$ cat config.mk
export PLATFORM = sky130hd
export DESIGN_NAME = cam_window_writer_flat
export DESIGN_NICKNAME = d
export VERILOG_FILES = /design/src/rtl/cam_pkg.sv /design/src/rtl/cam_window_writer_if.sv /design/src/rtl/rgb565_to_gray.sv /design/src/rtl/cam_window_writer.sv /design/src/flat_wrapper.sv
export SDC_FILE = /design/constraint.sdc
export NUM_CORES = 1
export LEC_CHECK = 0
export CORE_AREA = 2 2 164 126
export DETAILED_ROUTE_END_ITERATION = 8
export DIE_AREA = 0 0 166 128
export PLACE_DENSITY_LB_ADDON = 0.12
export SYNTH_ARGS = -nofsm -noshare
export SYNTH_HDL_FRONTEND = slang
export SYNTH_SLANG_ARGS = --single-unit
$ cat constraint.sdc
create_clock -name clk -period 17.9 [get_ports clk]
set_input_delay 1.79 -clock clk [delete_from_list [all_inputs] [get_ports clk]]
set_output_delay 1.79 -clock clk [all_outputs]
set_load 0.01 [all_outputs]
$ cat src/rtl/cam_pkg.sv
// cam_pkg: shared field positions, gray weights, state encoding and parameter checks for the camera window writer
package cam_pkg;
  localparam int R_HI = 15;
  localparam int R_LO = 11;
  localparam int G_HI = 10;
  localparam int G_LO = 5;
  localparam int B_HI = 4;
  localparam int B_LO = 0;
  localparam logic [17:0] GRAY_R = 18'd77;
  localparam logic [17:0] GRAY_G = 18'd150;
  localparam logic [17:0] GRAY_B = 18'd29;
  typedef enum logic [1:0] {WAIT_SOF, CAPTURE, FROZEN} state_t;
  function automatic bit decim_ok(int d);
    return d == 1 || d == 2 || d == 4;
  endfunction
endpackage

$ cat src/rtl/cam_window_writer_if.sv
// cam_window_writer_if: pixel strobe inputs, control levels and buffer write outputs
interface cam_window_writer_if #(
  parameter int ADDR_W = 16
);
  logic pix_valid;
  logic [15:0] pix_data;
  logic frame_done;
  logic freeze;
  logic gray_mode;
  logic wr_en;
  logic [ADDR_W-1:0] wr_addr;
  logic [15:0] wr_data;
  logic frame_ready;
  logic frame_err;
  logic capturing;
  modport master (
    output pix_valid, pix_data, frame_done, freeze, gray_mode,
    input wr_en, wr_addr, wr_data, frame_ready, frame_err, capturing
  );
  modport slave (
    input pix_valid, pix_data, frame_done, freeze, gray_mode,
    output wr_en, wr_addr, wr_data, frame_ready, frame_err, capturing
  );
endinterface

$ cat src/rtl/rgb565_to_gray.sv
// rgb565_to_gray: registered RGB565 passthrough or 8-bit luma, zero-extended to 16 bits
module rgb565_to_gray
  import cam_pkg::*;
(
  input  logic        clk,
  input  logic        rst,
  input  logic [15:0] pix,
  input  logic        gray,
  output logic [15:0] dout
);
  logic [4:0] r5, b5;
  logic [5:0] g6;
  logic [17:0] r8, g8, b8, sum;
  always_comb begin
    r5 = pix[R_HI:R_LO];
    g6 = pix[G_HI:G_LO];
    b5 = pix[B_HI:B_LO];
    r8 = 18'({r5, r5[4:2]});
    g8 = 18'({g6, g6[5:4]});
    b8 = 18'({b5, b5[4:2]});
    sum = GRAY_R * r8 + GRAY_G * g8 + GRAY_B * b8;
  end
  always_ff @(posedge clk) begin
    dout <= rst ? '0 : gray ? {8'h00, 8'(sum >> 8)} : pix;
  end
endmodule

$ cat src/rtl/cam_window_writer.sv
// cam_window_writer: tracks source x/y, keeps a decimated window and emits linear buffer writes
module cam_window_writer
  import cam_pkg::*;
#(
  parameter int SRC_W  = 640,
  parameter int SRC_H  = 480,
  parameter int WIN_X0 = 0,
  parameter int WIN_Y0 = 0,
  parameter int WIN_W  = 256,
  parameter int WIN_H  = 256,
  parameter int DECIM  = 1,
  parameter int ADDR_W = 16
) (
  input logic clk,
  input logic rst,
  cam_window_writer_if.slave bus
);
  localparam int OUT_W = WIN_W / DECIM;
  localparam int OUT_H = WIN_H / DECIM;
  localparam int TOTAL = OUT_W * OUT_H;
  localparam int XW = SRC_W > 1 ? $clog2(SRC_W) : 1;
  localparam int YW = SRC_H > 1 ? $clog2(SRC_H) : 1;
  localparam int PW = DECIM > 1 ? $clog2(DECIM) : 1;
  if (!decim_ok(DECIM) || WIN_W % DECIM != 0 || WIN_H % DECIM != 0) begin : g_bad_decim
    $error("cam_window_writer: DECIM must be 1, 2 or 4 and divide WIN_W and WIN_H");
  end
  if (longint'(TOTAL) > (longint'(1) << ADDR_W)) begin : g_bad_addr
    $error("cam_window_writer: window does not fit in 2**ADDR_W buffer words");
  end
  if (WIN_X0 + WIN_W > SRC_W || WIN_Y0 + WIN_H > SRC_H) begin : g_bad_win
    $error("cam_window_writer: window exceeds source frame");
  end
  state_t st, nxt;
  logic [XW-1:0] x;
  logic [YW-1:0] y;
  logic [PW-1:0] px, py;
  logic [ADDR_W:0] cnt;
  logic x_last, y_last, px_last, py_last, in_x, in_y, keep;
  logic s1_keep, s1_gray;
  logic [ADDR_W-1:0] s1_addr;
  logic [15:0] s1_data;
  always_comb begin
    x_last = int'(x) == SRC_W - 1;
    y_last = int'(y) == SRC_H - 1;
    px_last = int'(px) == DECIM - 1;
    py_last = int'(py) == DECIM - 1;
    in_x = int'(x) >= WIN_X0 && int'(x) < WIN_X0 + WIN_W;
    in_y = int'(y) >= WIN_Y0 && int'(y) < WIN_Y0 + WIN_H;
    keep = bus.pix_valid && !bus.frame_done && st == CAPTURE && in_x && in_y &&
           px == '0 && py == '0 && int'(cnt) < TOTAL;
    nxt = bus.frame_done ? (bus.freeze ? FROZEN : CAPTURE) : st;
  end
  // phases count kept-grid position within the window so no divider is needed
  always_ff @(posedge clk) begin
    if (rst) begin
      st <= WAIT_SOF;
      x <= '0;
      y <= '0;
      px <= '0;
      py <= '0;
      cnt <= '0;
      s1_keep <= 1'b0;
      s1_addr <= '0;
      s1_data <= '0;
      s1_gray <= 1'b0;
      bus.wr_en <= 1'b0;
      bus.wr_addr <= '0;
      bus.frame_ready <= 1'b0;
      bus.frame_err <= 1'b0;
      bus.capturing <= 1'b0;
    end else begin
      st <= nxt;
      bus.capturing <= nxt == CAPTURE;
      bus.frame_ready <= bus.frame_done && st == CAPTURE && int'(cnt) == TOTAL;
      bus.frame_err <= bus.frame_done && st == CAPTURE && int'(cnt) != TOTAL;
      s1_keep <= keep;
      s1_addr <= cnt[ADDR_W-1:0];
      s1_data <= bus.pix_data;
      s1_gray <= bus.gray_mode;
      bus.wr_en <= s1_keep;
      bus.wr_addr <= s1_addr;
      if (bus.frame_done) begin
        x <= '0;
        y <= '0;
        px <= '0;
        py <= '0;
        cnt <= '0;
      end else if (bus.pix_valid) begin
        x <= x_last ? '0 : x + 1'b1;
        px <= x_last ? '0 : in_x ? (px_last ? '0 : px + 1'b1) : px;
        if (x_last) begin
          y <= y_last ? '0 : y + 1'b1;
          py <= y_last ? '0 : in_y ? (py_last ? '0 : py + 1'b1) : py;
        end
        if (keep) cnt <= cnt + 1'b1;
      end
    end
  end
  rgb565_to_gray u_gray (
    .clk (clk),
    .rst (rst),
    .pix (s1_data),
    .gray(s1_gray),
    .dout(bus.wr_data)
  );
endmodule

$ cat src/flat_wrapper.sv
// flat-port wrapper written by rule: the top's interface ports become plain ports
module cam_window_writer_flat import cam_pkg::*;
#(
  parameter int SRC_W  = 640,
  parameter int SRC_H  = 480,
  parameter int WIN_X0 = 0,
  parameter int WIN_Y0 = 0,
  parameter int WIN_W  = 256,
  parameter int WIN_H  = 256,
  parameter int DECIM  = 1,
  parameter int ADDR_W = 16
)
  (clk, rst, bus_pix_valid, bus_pix_data, bus_frame_done, bus_freeze, bus_gray_mode, bus_wr_en, bus_wr_addr, bus_wr_data, bus_frame_ready, bus_frame_err, bus_capturing);
  cam_window_writer_if #(.ADDR_W(ADDR_W)) bus_i ();
  input logic clk;
  input logic rst;
  input wire logic [$bits(bus_i.pix_valid)-1:0] bus_pix_valid;
  input wire logic [$bits(bus_i.pix_data)-1:0] bus_pix_data;
  input wire logic [$bits(bus_i.frame_done)-1:0] bus_frame_done;
  input wire logic [$bits(bus_i.freeze)-1:0] bus_freeze;
  input wire logic [$bits(bus_i.gray_mode)-1:0] bus_gray_mode;
  output wire logic [$bits(bus_i.wr_en)-1:0] bus_wr_en;
  output wire logic [$bits(bus_i.wr_addr)-1:0] bus_wr_addr;
  output wire logic [$bits(bus_i.wr_data)-1:0] bus_wr_data;
  output wire logic [$bits(bus_i.frame_ready)-1:0] bus_frame_ready;
  output wire logic [$bits(bus_i.frame_err)-1:0] bus_frame_err;
  output wire logic [$bits(bus_i.capturing)-1:0] bus_capturing;
  assign bus_i.pix_valid = bus_pix_valid;
  assign bus_i.pix_data = bus_pix_data;
  assign bus_i.frame_done = bus_frame_done;
  assign bus_i.freeze = bus_freeze;
  assign bus_i.gray_mode = bus_gray_mode;
  assign bus_wr_en = bus_i.wr_en;
  assign bus_wr_addr = bus_i.wr_addr;
  assign bus_wr_data = bus_i.wr_data;
  assign bus_frame_ready = bus_i.frame_ready;
  assign bus_frame_err = bus_i.frame_err;
  assign bus_capturing = bus_i.capturing;
  cam_window_writer #(.SRC_W(SRC_W), .SRC_H(SRC_H), .WIN_X0(WIN_X0), .WIN_Y0(WIN_Y0), .WIN_W(WIN_W), .WIN_H(WIN_H), .DECIM(DECIM), .ADDR_W(ADDR_W)) u_core (.clk(clk), .rst(rst), .bus(bus_i));
endmodule
==> After elaboration in Yosys (flattened, before gate mapping) <==
Cells that the tools add are included.
Widths: inputs -> output; s select.
{ "word_totals": {"ff_bits": 110, "out_inout_bits": 36, "word_cells": 68} }
{ "op_classes": {"reduce_logical": 19, "n_mux": 11, "n_lt_le_gt_ge": 3, "addsub": 7, "multipliers": 3, "n_eq_ne": 6, "n_bitwise": 2} }
{ "ops": {"columns": ["operator", "n"], "rows": [
  ["$mul 7x8->15 const A", 2],
  ["$add 17x1->17 const B", 1],
  ["$eq 17x17->1 const B", 1],
  ["$lt 17x17->1 const B", 1],
  ["$ne 17x17->1 const B", 1],
  ["$add 15x16->16", 1],
  ["$add 16x13->16", 1],
  ["$mul 5x8->13 const A", 1],
  ["$add 10x1->10 const B", 1],
  ["$eq 10x10->1 const B", 1],
  ["$logic_and 1x1->1", 10],
  ["$lt 10x9->1 const B", 1],
  ["$mux 10", 1],
  ["$add 9x1->9 const B", 1],
  ["$eq 9x7->1 const B", 1],
  ["$lt 9x9->1 const B", 1],
  ["$mux 9", 1],
  ["$mux 8", 1],
  ["$mux 1", 6],
  ["$reduce_and 2->1", 3],
  ["$eq 2x1->1 const B", 2],
  ["$mux 2", 2],
  ["$reduce_bool 2->1", 2],
  ["$reduce_or 2->1", 2],
  ["other kinds (4)", 6]
]} }

==> Depth between registers and ports, before layout <==
Gate-level depths: netlist of the first run.
{ "logic_depth": {"word_depth": 9, "mapped_depth": 23} }

==> Hierarchy <==
From an unflattened synthesis of the first run, not the netlist that was laid out.
{ "hier_totals": {"cells_unflattened": 700, "area_unflattened_um2": 6860.3} }
{ "by_module_without_submodules": {"columns": ["mod", "area_each_um2", "n_inst", "cells_each"], "rows": [
  ["rgb565_to_gray", 3555.9, 1, 370],
  ["cam_window_writer", 3304.4, 1, 330]
]} }

==> Least setup slack after synthesis of the first run <==
Ideal clock, no wire load.
{ "synth_path": {"path_kind": "register to register", "from": "register u_core.s1_data[9]", "to": "register u_core.u_gray.dout[7]", "required_time_ns": 17.783, "setup_time_ns": 0.117, "setup_slack_ns": 11.734, "t_arrival_ns": 6.049, "period_less_slack_ns": 6.166, "stages_incl_launch_ff": 24, "path_buffers": 0, "cell_sequence": "dfxtp_1 > ha_1 > ha_1 > inv_1 > fa_1 > fa_1 > inv_1 > ha_1 > a21oi_1 > o21ai_0 > xor2_1 > ha_1 > fa_1 > inv_1 > fa_1 > fa_1 > inv_1 > ha_1 > and2_2 > nand2_1 > nor4_4 > o211ai_1 > a22o_1 > a32o_1"} }
{ "synth_via": {"elab_chain_len": 4} }
{ "synth_lines": {"columns": ["element", "line", "text"], "rows": [
  ["start: declaration", "cam_window_writer.sv:41", "logic [15:0] s1_data;"],
  ["start signal: assignment", "cam_window_writer.sv:78", "s1_data <= bus.pix_data;"],
  ["$mul 7x8->15", "rgb565_to_gray.sv:21", "sum = GRAY_R * r8 + GRAY_G * g8 + GRAY_B * b8;"],
  ["$add 15x16->16", "rgb565_to_gray.sv:21", null],
  ["$add 16x13->16", "rgb565_to_gray.sv:21", null],
  ["$mux 8", "rgb565_to_gray.sv:24", "dout <= rst ? '0 : gray ? {8'h00, 8'(sum >> 8)} : pix;"],
  ["end signal: assignment", "rgb565_to_gray.sv:24", null],
  ["end: declaration", "rgb565_to_gray.sv:9", "output logic [15:0] dout"]
]} }
Every way passes these cells.
A chain may end at the register's enable or synchronous reset.

==> Worst setup path in the final report of the first run <==
Same ends and word-level chain as after synthesis.

==> results of run 1 <==
-- worst max-delay path by stage --
stage,start,endpoint,slack [ns],cells after the start
floorplan,u_core.s1_data[9],u_core.u_gray.dout[7],11.73,23
global placement,u_core.s1_data[9],u_core.u_gray.dout[7],11.41,23
detailed placement,u_core.s1_data[9],u_core.u_gray.dout[7],11.32,23
CTS,u_core.s1_data[9],u_core.u_gray.dout[7],11.28,23
global route,u_core.s1_data[9],u_core.u_gray.dout[7],10.95,23
finish,u_core.s1_data[9],u_core.u_gray.dout[7],11.31,23
-- routing by layer --
metal	global-route usage	vias to the layer above
li1	-	2312
met1	0.189	2238
met2	0.237	46
met3	0.0247	9
met4	0.0338	0
met5	0	-
-- stage by stage --
step | std cells | util
floorplan | 672 | -
global placement | 974 | 0.385
detailed placement | 974 | 0.385
CTS | 990 | 0.402
global route | 990 | 0.402
finish | 990 | 0.402
-- worst register-to-register path: stages, from the launching register on --
cell and delay [ns]:
dfxtp_1 0.51, ha_1 0.30, ha_1 0.27, inv_1 0.05, fa_1 0.49, fa_1 0.51
inv_1 0.04, ha_1 0.34, a21oi_1 0.22, o21ai_0 0.15, xor2_1 0.17, ha_1 0.30
fa_1 0.51, inv_1 0.05, fa_1 0.39, fa_1 0.51, inv_1 0.04, ha_1 0.34
and2_2 0.19, nand2_1 0.10, nor4_4 0.34, o211ai_1 0.17, a22o_1 0.25, a32o_1 0.24
-- area by class of cell --
cell class              count  share of cell area
repair buffers             58              0.0721
multi-input cells         454               0.527
flip-flops and latches    108               0.272
clock inverters             6              0.0132
inverters                  96              0.0453
well taps                 258              0.0406
clock buffers              10              0.0301
-- layout by cell type (no fill, tap or decap), drive strengths merged, types with 3 or more instances in the layout --
cell type / count
xor2: 23
nand2: 23
nor4b: 3
inv: 98
mux2i: 7
or3: 9
xnor2: 14
nor4: 5
o21bai: 3
a21o: 8
or2: 3
clkdlybuf4s50: 56
nand3: 12
fa: 54
and2: 7
and3: 5
nand2b: 5
nor2b: 50
dfxtp: 108
a21oi: 26
nor2: 48
nand4: 11
o21a: 3
o21ai: 16
nor3: 7
clkbuf: 10
o211ai: 4
ha: 87
-- registers in the layout (all words and copies together), names as in the netlist --
signal and count:
u_core.cnt 17, u_core.s1_data 16, u_core.s1_gray 1, u_core.bus.frame_ready 1
u_core.st 2, u_core.bus.wr_addr 16, u_core.x 10, u_core.s1_addr 16
u_core.u_gray.dout 16, u_core.bus.frame_err 1, u_core.y 9, u_core.bus.capturing 1
u_core.s1_keep 1, u_core.bus.wr_en 1
-- cell families after synthesis --
kind of cell | after synthesis
buffers and inverters | 110
DFF | 108
xor gates and xnor gates | 37
muxes | 7
and+or+nand+nor | 193
AOI/OAI and AO/OA | 76
adders and majority gates | 141
-- power breakdown --
group | total, mW | switching [mW] | internal [mW]
combinational | 0.456 | 0.261 | 0.195
sequential | 0.257 | 0.00874 | 0.249
clock | 0.227 | 0.0975 | 0.130
==> reports/qor.csv, run 1 <==
metric,value,unit
Seq cells post-synth,108,
Place WS,11.32,ns
r2r endpoint,u_core.u_gray.dout[7],
initial antenna violation count,0,
leakage power,3.55,nW
Synth Area per Inst,10.1,um^2
maximum number of pins on one net before global-route repair,67,
Peak Freq,152,MHz
Yosys Warn Count,0,
crit-path max FO,8,
max-cap viol count,0,
core box area,19800,um^2
Setup TNS Final,0,ns
Worst path slowest cell,dfxtp_1,
"Slew Viols, Final",0,
vias in the first global route,4744,
Worst-path clk slew,0.08,ns
register area,2160,um^2
Vias/cell,4.65,
DIE HEIGHT,128,um
Worst slew margin,0.538,
Post-synth EDFFs,0,
"Arr. time, crit path",6.84,ns
maximum vdd drop,0.0933,mV
R2R cell count,23,
CTS tree,done,
I/O pin count,58,
RSZ-0062 raised after global routing,no,
Min-Delay Endpoint,u_core.bus.wr_addr[12],
area of the multi-input gates,4190,um^2
grt total ovfl,0,
CP peak stage delay,0.51,ns
Layout Cell Area excl Fill,7950,um^2
Final Hold Viols,0,
share of the synthesized area in the top cell type,0.320,
RD Place Congestion,0.835,
outcome,completed,
Vias,4605,
Hold Crit Class,register to register,
Layout Skew,0.0122,ns
dominant cell type by area after synthesis,dfxtp_1,
first-pass GRT wire length,23700,um
Mapped Area,6770,um^2
wire length per cell,14.3,um
Setup crit end kind,register,
Simple-Gate Fraction of Synth Area,0.166,
most frequent cell after synthesis,dfxtp_1,
Worst EP required,18.15,ns
Most used DFF post-synth,dfxtp_1,
largest cells by area after synthesis,"dfxtp_1 32%, ha_1 16%, fa_1 16%",
ratio of cells with drive above 1 in the final layout,0.0519,
M1 WL,6790,um
fillcell total,1937,
Antenna diodes,0,
CTS max path bufs,2,
Root Buffer,clkbuf_16,
clk_lat worst skew,0.35,ns
Worst setup SP type,register,
power density cells,118,nW/um^2
area grow syn2layout,17.5,%
PortBufs,57,
largest family of logic cells by synthesized area,adder cells,
CTS Buf Count,9,
DP HPWL,11200,um
Residual DRC,0,
htree depth,3,
Top delay family on crit path,adder cells,
Hold Buf Count CTS,0,
post-synthesis compound-gate area fraction,0.0738,
hold path start,u_core.s1_addr[12],
Total Die Area,21200,um^2
CP cell instances,"ha_1, ha_1, inv_1, fa_1, fa_1, inv_1, ha_1, a21oi_1, o21ai_0, xor2_1, ha_1, fa_1, inv_1, fa_1, fa_1, inv_1, ha_1, and2_2, nand2_1, nor4_4, o211ai_1, a22o_1, a32o_1",
worst setup slack after layout,11.31,ns
worst hold stages,1,
nets@finish,890,
reg2reg start,u_core.s1_data[9],
Syn Nets,835,
Synth cell types,58,
Synth Area in Adders,0.321,
Detailed Route WL,14200,um
critical path class,register to register,
Slew @ Worst Pin,0.694,ns
remaining antenna violation count,0,
GRT Resource Usage Total,0.141,
post-CTS sizing,0,
WHS,0.441,ns
Final Cycle Share,0.368,
Iteration-0 DRC Markers,223,
Synth Instances,672,
Synth Area in XOR/XNOR,0.0479,
TritonRoute pass-1 iters,4,
Buf/Inv on CP,4,
clk sinks,108,
sequential fraction of the synthesis area,0.320,
row count,45,
Post-CTS Setup Inserts,0,
r2r setup slk,11.31,ns
met3 wire len,465,um
WL met2,6800,um
Post-DP Area,7600,um^2
Die W,166,um
uppermost layer routed,met4,
Post-synth top cells,"108 x dfxtp_1, 96 x inv_1, 87 x ha_1",
Initial Utilization,0.342,
total chip power,0.940,mW
share of flip-flops with an asynchronous set or reset,0,
Tmin final,6.59,ns
Setup-failing EPs final,0,
multiplexer area fraction after synthesis,0.0104,
Power figures use the tool's default switching activity.
==> run 2: changes to the inputs <==
==> constraint.sdc (replaced) <==
create_clock -name clk -period 6.1 [get_ports clk]
set_input_delay 0.61 -clock clk [delete_from_list [all_inputs] [get_ports clk]]
set_output_delay 0.61 -clock clk [all_outputs]
set_load 0.01 [all_outputs]
==> run 2 against run 1 <==
Effect of this change: die area unchanged; largest cell class unchanged; clock power rose to 2.7 times the previous value; sequential power grew to 2.9 times the previous value; critical endpoint unchanged; largest power group unchanged; critical path type unchanged.
==> reports/qor.csv, run 2 (synthesis gave the netlist of run 1 again) <==
metric,value,unit
most frequent cells in the layout,"103 x dfxtp_1, 89 x inv_1, 79 x ha_1, 56 x clkdlybuf4s50_1, 52 x fa_1",
initial antenna violation count,0,
max-cap viol count,0,
"Slew Viols, Final",0,
CTS Buf Count,9,
RD Place Congestion,0.864,
I/O pin count,58,
Setup crit end kind,register,
power density cells,384,nW/um^2
core box area,19800,um^2
leakage power,3.62,nW
Layout Skew,0.00815,ns
Worst setup SP type,register,
Peak Freq,170,MHz
fin util,0.414,
Worst path slowest cell,fa_1,
area of the multi-input gates,4330,um^2
CTS tree,done,
vias in the first global route,4842,
clk sinks,108,
Setup-failing EPs final,0,
Detailed Route WL,14700,um
Setup TNS Final,0,ns
RSZ-0062 raised after global routing,yes,
Worst-path clk slew,0.08,ns
Hold Crit Class,register to register,
Vias/cell,4.67,
nets@finish,906,
Largest register FFs,17,
"commonest non-fill, non-tap cell in the layout",dfxtp_1,
Vias,4701,
PortBufs,57,
maximum number of pins on one net before global-route repair,45,
Antenna diodes,0,
htree depth,3,
Tmin final,5.87,ns
row count,45,
CP cell instances,"ha_4, ha_4, inv_2, fa_1, fa_1, inv_2, ha_4, o211ai_1, o21ai_1, xor2_1, ha_1, fa_1, inv_2, fa_2, fa_1, inv_2, ha_4, buf_6, a21oi_2, o21ai_2, a41o_1, o211ai_1, nand4_1, a32o_1",
register area,2170,um^2
Worst slew margin,0.567,
Root Buffer,clkbuf_16,
Slew @ Worst Pin,0.646,ns
Total Die Area,21200,um^2
ratio of cells with drive above 1 in the final layout,0.108,
clk_lat worst skew,0.35,ns
Residual DRC,0,
DIE HEIGHT,128,um
first-pass GRT wire length,24500,um
"Arr. time, crit path",6.11,ns
outcome,completed,
GRT Resource Usage Total,0.145,
wire length per cell,14.6,um
Worst EP required,6.34,ns
Final Hold Viols,0,
crit-path max FO,4,
total chip power,3.14,mW
DP HPWL,11600,um
fillcell total,1934,
remaining antenna violation count,0,
TritonRoute pass-1 iters,4,
WHS,0.440,ns
critical path class,register to register,
Initial Utilization,0.342,
Post-DP Area,7720,um^2
maximum vdd drop,0.389,mV
Die W,166,um
Largest Register,u_core.cnt,
area grow syn2layout,21.0,%
CP peak stage delay,0.51,ns
grt total ovfl,0,
Iteration-0 DRC Markers,154,
CTS max path bufs,2,
Final Cycle Share,0.962,
Hold Buf Count CTS,0,
Layout Cell Area excl Fill,8190,um^2
run 2: cell count changes in the layout (fill, tap and decap cells not counted), sizes merged:
cell,before,now
buf,2,18
clkinv,2,0
inv,98,100
bufinv,2,1
clkinvlp,0,1
run 2: critical path: cells and delay by family, from the launching register on:
| family | cells | cell delay [ns] |
|---|---|---|
| xor+xnor | 1 | 0.17 |
| buf+inv | 5 | 0.28 |
| simple gates | 1 | 0.13 |
| flops | 1 | 0.34 |
| fa+ha+maj | 10 | 3.59 |
| compound gates | 7 | 1.24 |
run 2: layout make-up:
| cell class | instances | area share |
|---|---|---|
| Inverter | 96 | 0.0440 |
| Clock inverter | 6 | 0.00947 |
| Clock buffer | 10 | 0.0280 |
| Timing Repair Buffer | 74 | 0.0851 |
| Sequential cell | 108 | 0.265 |
| Tap cell | 258 | 0.0394 |
| Multi-Input combinational cell | 454 | 0.529 |
run 2: what timing repair did:
action                                  in CTS  in global routing
endpoints found under the setup margin       6                  6
setup buffers                                0                  1
hold endpoints to repair                     0                  0
pin swaps                                    8                 32
resized for setup                            4                 30
run 2: per-layer routing:
| layer | vias to the layer above | GRT usage | part of all wire | wire (um) |
|---|---|---|---|---|
| li1 | 2348 | - | - | - |
| met1 | 2290 | 0.199 | 0.49 | 7250 |
| met2 | 45 | 0.235 | 0.46 | 6840 |
| met3 | 18 | 0.0250 | 0.026 | 377 |
| met4 | 0 | 0.0409 | 0.016 | 242 |
| met5 | - | 0 | 0 | 0 |
run 2: path summary, 6_finish.rpt:
check	endpoint	depth (start not counted)	slack [ns]	from
max	u_core.u_gray.dout[7]	24	0.23	u_core.s1_data[9]
min	u_core.bus.wr_addr[2]	1	0.44	u_core.s1_addr[2]
min reg2reg	u_core.bus.wr_addr[2]	1	0.44	u_core.s1_addr[2]
max reg2reg	u_core.u_gray.dout[7]	24	0.23	u_core.s1_data[9]
run 2: metrics by stage:
step | setup WS, ns | std cells
2_1_floorplan | 0.0102 | 672
3_3_place_gp | -0.0969 | 989
3_5_place_dp | -0.161 | 989
4_1_cts | -0.0163 | 1005
5_1_grt | -0.0607 | 1006
6_report | 0.230 | 1006
run 2: report_power, final:
| group | switching (mW) | internal, mW | total, mW | leakage, nW |
|---|---|---|---|---|
| clock network | 0.286 | 0.328 | 0.614 | 0.148 |
| logic | 0.927 | 0.850 | 1.78 | 2.59 |
| registers | 0.0237 | 0.730 | 0.753 | 0.879 |
| total | 1.24 | 1.91 | 3.14 | 3.62 |
